**config.mk**
```make
export PLATFORM = sky130hd
export DESIGN_NAME = mem_access_unit
export DESIGN_NICKNAME = d
export VERILOG_FILES = /design/src/rtl/mem_access_unit_pkg.sv /design/src/rtl/mem_access_unit_load_extract.sv /design/src/rtl/mem_access_unit.sv
export SDC_FILE = /design/constraint.sdc
export NUM_CORES = 1
export LEC_CHECK = 0
export ABC_AREA = 1
export BUFFER_PORTS_ARGS = -buffer_cell sky130_fd_sc_hd__buf_2
export CORE_UTILIZATION = 30
export DETAILED_ROUTE_END_ITERATION = 10
export PLACE_DENSITY_LB_ADDON = 0.08
export SLEW_MARGIN = 20
export SYNTH_ARGS = -nofsm -noshare
export SYNTH_HDL_FRONTEND = slang
export SYNTH_HIERARCHICAL = 1
export SYNTH_SLANG_ARGS = --single-unit
```
**constraint.sdc**
```tcl
create_clock -name CLK -period 6.6 [get_ports CLK]
set_input_delay 1.32 -clock CLK [delete_from_list [all_inputs] [get_ports CLK]]
set_output_delay 1.32 -clock CLK [all_outputs]
set_load 0.05 [all_outputs]
```
**src/rtl/mem_access_unit_pkg.sv**
```systemverilog
// Shared definitions for the load/store sequencer: MIPS memory opcodes,
// FSM state encoding, and byte-lane helpers.
// Little-endian lanes: byte offset 0 is bits [7:0], offset 3 is bits [31:24].
package mem_access_unit_pkg;

  localparam logic [5:0] OP_LB  = 6'b100000;
  localparam logic [5:0] OP_LH  = 6'b100001;
  localparam logic [5:0] OP_LW  = 6'b100011;
  localparam logic [5:0] OP_LBU = 6'b100100;
  localparam logic [5:0] OP_LHU = 6'b100101;
  localparam logic [5:0] OP_SB  = 6'b101000;
  localparam logic [5:0] OP_SH  = 6'b101001;
  localparam logic [5:0] OP_SW  = 6'b101011;

  typedef enum logic [2:0] {
    IDLE   = 3'd0,
    LOAD   = 3'd1,
    RMW_RD = 3'd2,
    WRITE  = 3'd3,
    RESP   = 3'd4
  } state_t;

  function automatic logic is_load(input logic [5:0] op);
    return op inside {OP_LB, OP_LH, OP_LW, OP_LBU, OP_LHU};
  endfunction

  function automatic logic is_store(input logic [5:0] op);
    return op inside {OP_SB, OP_SH, OP_SW};
  endfunction

  // Halfword accesses need an even address, word accesses a multiple of 4.
  function automatic logic is_misaligned(input logic [5:0] op, input logic [1:0] off);
    logic bad;
    bad = 1'b0;
    case (op)
      OP_LH, OP_LHU, OP_SH: bad = off[0];
      OP_LW, OP_SW:         bad = |off;
      default:              bad = 1'b0;
    endcase
    return bad;
  endfunction

  // Pick the addressed lane out of a memory word and extend it to 32 bits.
  // LB/LH sign-extend, LBU/LHU zero-extend, anything else passes the word.
  function automatic logic [31:0] extract_lane(input logic [31:0] word,
                                               input logic [1:0]  off,
                                               input logic [5:0]  op);
    logic [7:0]  b;
    logic [15:0] h;
    logic [31:0] v;
    case (off)
      2'd0:    b = word[7:0];
      2'd1:    b = word[15:8];
      2'd2:    b = word[23:16];
      default: b = word[31:24];
    endcase
    h = off[1] ? word[31:16] : word[15:0];
    case (op)
      OP_LB:   v = {{24{b[7]}}, b};
      OP_LBU:  v = {24'd0, b};
      OP_LH:   v = {{16{h[15]}}, h};
      OP_LHU:  v = {16'd0, h};
      default: v = word;
    endcase
    return v;
  endfunction

  // Build the word written back for a store: SB/SH replace one lane of the
  // word just read, SW replaces the whole word.
  function automatic logic [31:0] merge_lane(input logic [31:0] word,
                                             input logic [1:0]  off,
                                             input logic [5:0]  op,
                                             input logic [31:0] data);
    logic [31:0] m;
    m = word;
    case (op)
      OP_SB: begin
        case (off)
          2'd0:    m[7:0]   = data[7:0];
          2'd1:    m[15:8]  = data[7:0];
          2'd2:    m[23:16] = data[7:0];
          default: m[31:24] = data[7:0];
        endcase
      end
      OP_SH: begin
        if (off[1]) m[31:16] = data[15:0];
        else        m[15:0]  = data[15:0];
      end
      default: m = data;
    endcase
    return m;
  endfunction

endpackage

```
**src/rtl/mem_access_unit_load_extract.sv**
```systemverilog
// Purpose: combinational lane select + sign/zero extension of a memory word.
// Latency: 0 cycles (pure combinational). Backpressure: none, no handshake.
// Ports: rd_word (32b memory word), off (byte offset), opcode, load_val (result).
module load_extract
  import mem_access_unit_pkg::*;
(
  input  logic [31:0] rd_word,
  input  logic [1:0]  off,
  input  logic [5:0]  opcode,
  output logic [31:0] load_val
);

  always_comb begin
    load_val = extract_lane(rd_word, off, opcode);
  end

endmodule

```
**src/rtl/mem_access_unit.sv**
```systemverilog
// Purpose: load/store sequencer driving a word-addressed data memory; sub-word
//   stores are read-modify-write. Latency accept->done: load 2, SW 2, SB/SH 3, error 1.
// Backpressure: one request at a time; ready only in IDLE, req ignored otherwise.
// Ports: CLK/RST (async, active-high); core side req/opcode/addr/wdata in,
//   ready/done/err/rdata out; memory side A/WD/WE out, RD in (async read).
module mem_access_unit
  import mem_access_unit_pkg::*;
#(
  parameter int ADDR_W = 32
) (
  input  logic              CLK,
  input  logic              RST,
  input  logic              req,
  input  logic [5:0]        opcode,
  input  logic [ADDR_W-1:0] addr,
  input  logic [31:0]       wdata,
  output logic              ready,
  output logic              done,
  output logic              err,
  output logic [31:0]       rdata,
  output logic [ADDR_W-1:0] A,
  output logic [31:0]       WD,
  output logic              WE,
  input  logic [31:0]       RD
);

  state_t            state;
  logic [5:0]        op_q;
  logic [ADDR_W-1:0] addr_q;
  logic [31:0]       wdata_q;

  logic [31:0]       load_val;
  logic [31:0]       merge_word;
  logic              accept_bad;

  // RD is valid during LOAD/RMW_RD because A is already registered to the
  // word address on entry to those states.
  load_extract u_load_extract (
    .rd_word  (RD),
    .off      (addr_q[1:0]),
    .opcode   (op_q),
    .load_val (load_val)
  );

  always_comb begin
    merge_word = merge_lane(RD, addr_q[1:0], op_q, wdata_q);
    accept_bad = !(is_load(opcode) || is_store(opcode)) || is_misaligned(opcode, addr[1:0]);
  end

  // WE is a register with async reset, so asserting RST drops it at once and
  // a write in flight is never committed.
  always_ff @(posedge CLK or posedge RST) begin
    if (RST) begin
      state   <= IDLE;
      ready   <= 1'b1;
      done    <= 1'b0;
      err     <= 1'b0;
      rdata   <= 32'd0;
      A       <= '0;
      WD      <= 32'd0;
      WE      <= 1'b0;
      op_q    <= 6'd0;
      addr_q  <= '0;
      wdata_q <= 32'd0;
    end else begin
      done <= 1'b0;
      case (state)
        IDLE: begin
          if (req) begin
            op_q    <= opcode;
            addr_q  <= addr;
            wdata_q <= wdata;
            ready   <= 1'b0;
            A       <= {addr[ADDR_W-1:2], 2'b00};
            if (accept_bad) begin
              // Error path: straight to the response, memory untouched.
              state <= RESP;
              done  <= 1'b1;
              err   <= 1'b1;
            end else if (is_load(opcode)) begin
              state <= LOAD;
            end else if (opcode == OP_SW) begin
              // Full-word store needs no read; write data is the request data.
              state <= WRITE;
              WD    <= wdata;
              WE    <= 1'b1;
            end else begin
              state <= RMW_RD;
            end
          end
        end
        LOAD: begin
          rdata <= load_val;
          state <= RESP;
          done  <= 1'b1;
          err   <= 1'b0;
        end
        RMW_RD: begin
          WD    <= merge_word;
          WE    <= 1'b1;
          state <= WRITE;
        end
        WRITE: begin
          // Memory commits on this edge; WD keeps the merge word afterwards.
          WE    <= 1'b0;
          state <= RESP;
          done  <= 1'b1;
          err   <= 1'b0;
        end
        RESP: begin
          state <= IDLE;
          ready <= 1'b1;
          err   <= 1'b0;
          A     <= '0;
        end
        default: begin
          state <= IDLE;
          ready <= 1'b1;
          err   <= 1'b0;
          WE    <= 1'b0;
          A     <= '0;
        end
      endcase
    end
  end

endmodule

```
==> flow_summary_export.csv <==
group,metric,value,unit
critical_path,startpoint_type,"input port",
sta,fmax,289.5,MHz
sta,period_share,0.5234,
power_and_ir_drop,clkPwrFrac,0.279,
clock_tree,path_clk_slew,0.07,ns
critical_path,crit_required,6.91,ns
grt,grt_max_degree,100,
drt,drt_iter0_drc,517,
power_and_ir_drop,netSwitchingFraction,0.4582,
clock_tree,clk_latency,0.44,ns
sta,skew,0.01871,ns
clock_tree,cts_setup_buffers,0,
logic_synthesis,syn_area,0.008631,mm^2
logic_synthesis,avgSynthCellArea,6.932,um^2
power_and_ir_drop,seq_power_share,0.329,
grt,grt_antenna_before_repair,5,
final_layout,multiInputGateArea,0.004253,mm^2
drt,wl,29540,um
place,io_buffers,202,
sta,min_period,3.455,ns
grt,overflow,0,
critical_path,crit_arrival,3.77,ns
run,max_cap_viol_count,0,
logic_synthesis,synth_mux_area_frac,0.06393,
logic_synthesis,yosys.area_share.simple,0.3705,
critical_path,crit_fanout,33,
place,dpl.hpwl,20930,um
clock_tree,cts_resized,0,
critical_path,cp-end-kind,"flip-flop",
grt,grt_pass1_wl,46580,um
logic_synthesis,synth.distinct_cells,30,
sta,tns,0,ns
sta,tightest_slew,0.9779,ns
logic_synthesis,synth_xor_area_frac,0,
clock_tree,htreeDepth,4,
clock_tree,cts_made_buffers,17,
final_layout,regArea,0.003531,mm^2
clock_tree,cts_root_buffer,"clkbuf_16",
logic_synthesis,synth_warnings,6,
drt,drc_errors,0,
clock_tree,numClockSinks,141,
floorplan,core_area,0.02801,mm^2
critical_path,worst-setup-path-type,"input port to flip-flop",
power_and_ir_drop,p_leak,5.879,nW
logic_synthesis,ys_ff_latch,141,
power_and_ir_drop,power_density,345.6,mW/mm^2
floorplan,die-width,171.6,um
power_and_ir_drop,pwr-share-comb,0.392,
critical_path,startpoint,"opcode[4]",
logic_synthesis,synth_adder_area_share,0,
critical_path,regToRegStartpoint,"state[2]",
power_and_ir_drop,p_sw,0.001658,W
power_and_ir_drop,p_total,0.003619,W
power_and_ir_drop,ir_drop,0.1313,mV
clock_tree,ctsHoldBuffers,0,
grt,grt_use_total,0.2082,
clock_tree,clock_path_buffers,2,
drt,viasPerCell,4.629,
drt,wire_per_inst,16.37,um
grt,grt_pass1_vias,7926,
drt,drt_pre_antenna_iters,5,
final_layout,syn2layout_area_growth,21.35,%
sta,setup_violations,0,
sta,layout_setup_ws,3.145,ns
run_status,status,"complete, no violations",
final_layout,layout_commonest_cell,"nand2_1",
sta,hold_violations,0,
sta,rsz0062_at_grt,"no",
worst_hold_path,worstHoldStart,"WD[25]",
worst_hold_path,hold_path.class,"flip-flop to flip-flop",
place,dp_worst_setup_slack,2.628,ns
final_layout,most-common-layout-cells,"nand2_1, buf_2, nand3_1",
floorplan,die_h,171.6,um
sta,slew_headroom,0.3473,
final_layout,fin_nets,1515,
floorplan,start_util,0.3081,
drt,vias,8350,
clock_tree,cts_tree,"yes",
sta,slew_viol_final,0,
logic_synthesis,synth-compound-area-share,0.05523,
final_layout,layout-drive-gt1-share,0.2298,
drt,postRouteAntennaNets,0,
floorplan,rows,61,
logic_synthesis,syn_inst,1245,
floorplan,pin_count,205,
logic_synthesis,synth_top_family_by_area,"simple AND/OR/NAND/NOR gates",
place,gp_congestion,0.8183,
final_layout,num-fill-cells,3060,
floorplan,die-area,0.02945,mm^2
logic_synthesis,ys_seq_area_frac,0.4090,
power_and_ir_drop,p_int,0.001961,W
-- metal layers --
| metal | share of wire | wire [um] | global-route usage | vias up |
|---|---|---|---|---|
| met2 | 0.43 | 12640 | 0.3089 | 207 |
| met4 | 0.021 | 618 | 0.06250 | 4 |
| met5 | 0.00091 | 27 | 0 | - |
| met3 | 0.055 | 1639 | 0.04556 | 31 |
| li1 | - | - | - | 4246 |
| met1 | 0.49 | 14620 | 0.2988 | 3862 |
-- worst paths after layout --
kind / end / cells past startpoint / slack [ns]
hold / removal: WD[25] / 2 / 0.48
hold reg to reg: WD[25] / 2 / 0.48
setup reg to reg: WD[21] / 9 / 3.66
min in group asynchronous: rdata[24] / 2 / 1.10
max in group asynchronous: addr_q[1] / 3 / 4.26
setup / recovery: WD[21] / 10 / 3.15
-- flip-flops by register name (all words and copies together) (netlist names) --
signal   cells
wdata_q     32
A           30
addr_q       2
ready        1
WD          32
done         1
op_q         6
WE           1
state        3
err          1
rdata       32
-- cell families after synthesis --
| family | after synthesis |
|---|---|
| AND/OR/NAND/NOR | 757 |
| multiplexers | 49 |
| flip-flops | 141 |
| AO/OA/AOI/OAI | 92 |
| buffers and inverters | 205 |
| other | 1 |
-- power by group through the flow --
stage / combinational [W] / clock (W) / sequential, W
2_1_floorplan: 0.000567 / 0 / 0.00169
3_3_place_gp: 0.00142 / 0 / 0.00121
3_5_place_dp: 0.00143 / 0 / 0.00120
4_1_cts: 0.00143 / 0.00104 / 0.00119
5_1_grt: 0.00156 / 0.00107 / 0.00122
6_report: 0.00142 / 0.00101 / 0.00119
-- area by class of cell --
cell class	instances	share of cell area
tap	378	0.04516
antenna	3	0.0007168
inverter	138	0.04993
timing repair buffer	212	0.1037
clock inverter	15	0.01672
multi-input combinational	900	0.4060
sequential	141	0.3371
clock buffer	17	0.04062
-- critical path, cell delays in order --
cell	delay (ns)
buf_2	0.07
inv_1	0.05
nand2_1	0.09
nor2_1	0.06
nand2_1	0.08
nand2_1	0.12
a21oi_4	0.78
nand3_2	0.83
nand2_1	0.24
nand2_1	0.08
-- through the flow --
| stage | instances | utilization | hold WS [ns] | cell area, um^2 |
|---|---|---|---|---|
| 6_report | 1804 | 0.3739 | 0.4760 | 10470 |
| 5_1_grt | 1802 | 0.3737 | 0.4964 | 10470 |
| 4_1_cts | 1801 | 0.3733 | 0.4822 | 10460 |
| 3_5_place_dp | 1769 | 0.3519 | 0.4634 | 9856 |
| 3_3_place_gp | 1769 | 0.3518 | 0.4568 | 9853 |
| 2_1_floorplan | 1246 | - | 0.4797 | 8635 |
-- cell usage after synthesis (all sizes together) --
cell type | n | share of area
clkbuf | 21 | 0.0091
conb | 1 | 0.00043
inv | 136 | 0.059
o21a | 2 | 0.0017
nor2 | 120 | 0.054
nand3b | 1 | 0.00087
clkinv | 2 | 0.00087
dfstp | 1 | 0.0030
nand3 | 172 | 0.11
buf | 46 | 0.032
or2 | 1 | 0.0010
nand2 | 452 | 0.20
dfrtp | 140 | 0.41
mux2 | 49 | 0.064
nand4 | 11 | 0.0080
a21oi | 48 | 0.029
o21ai | 42 | 0.024
(Power assumes the default switching activity.)
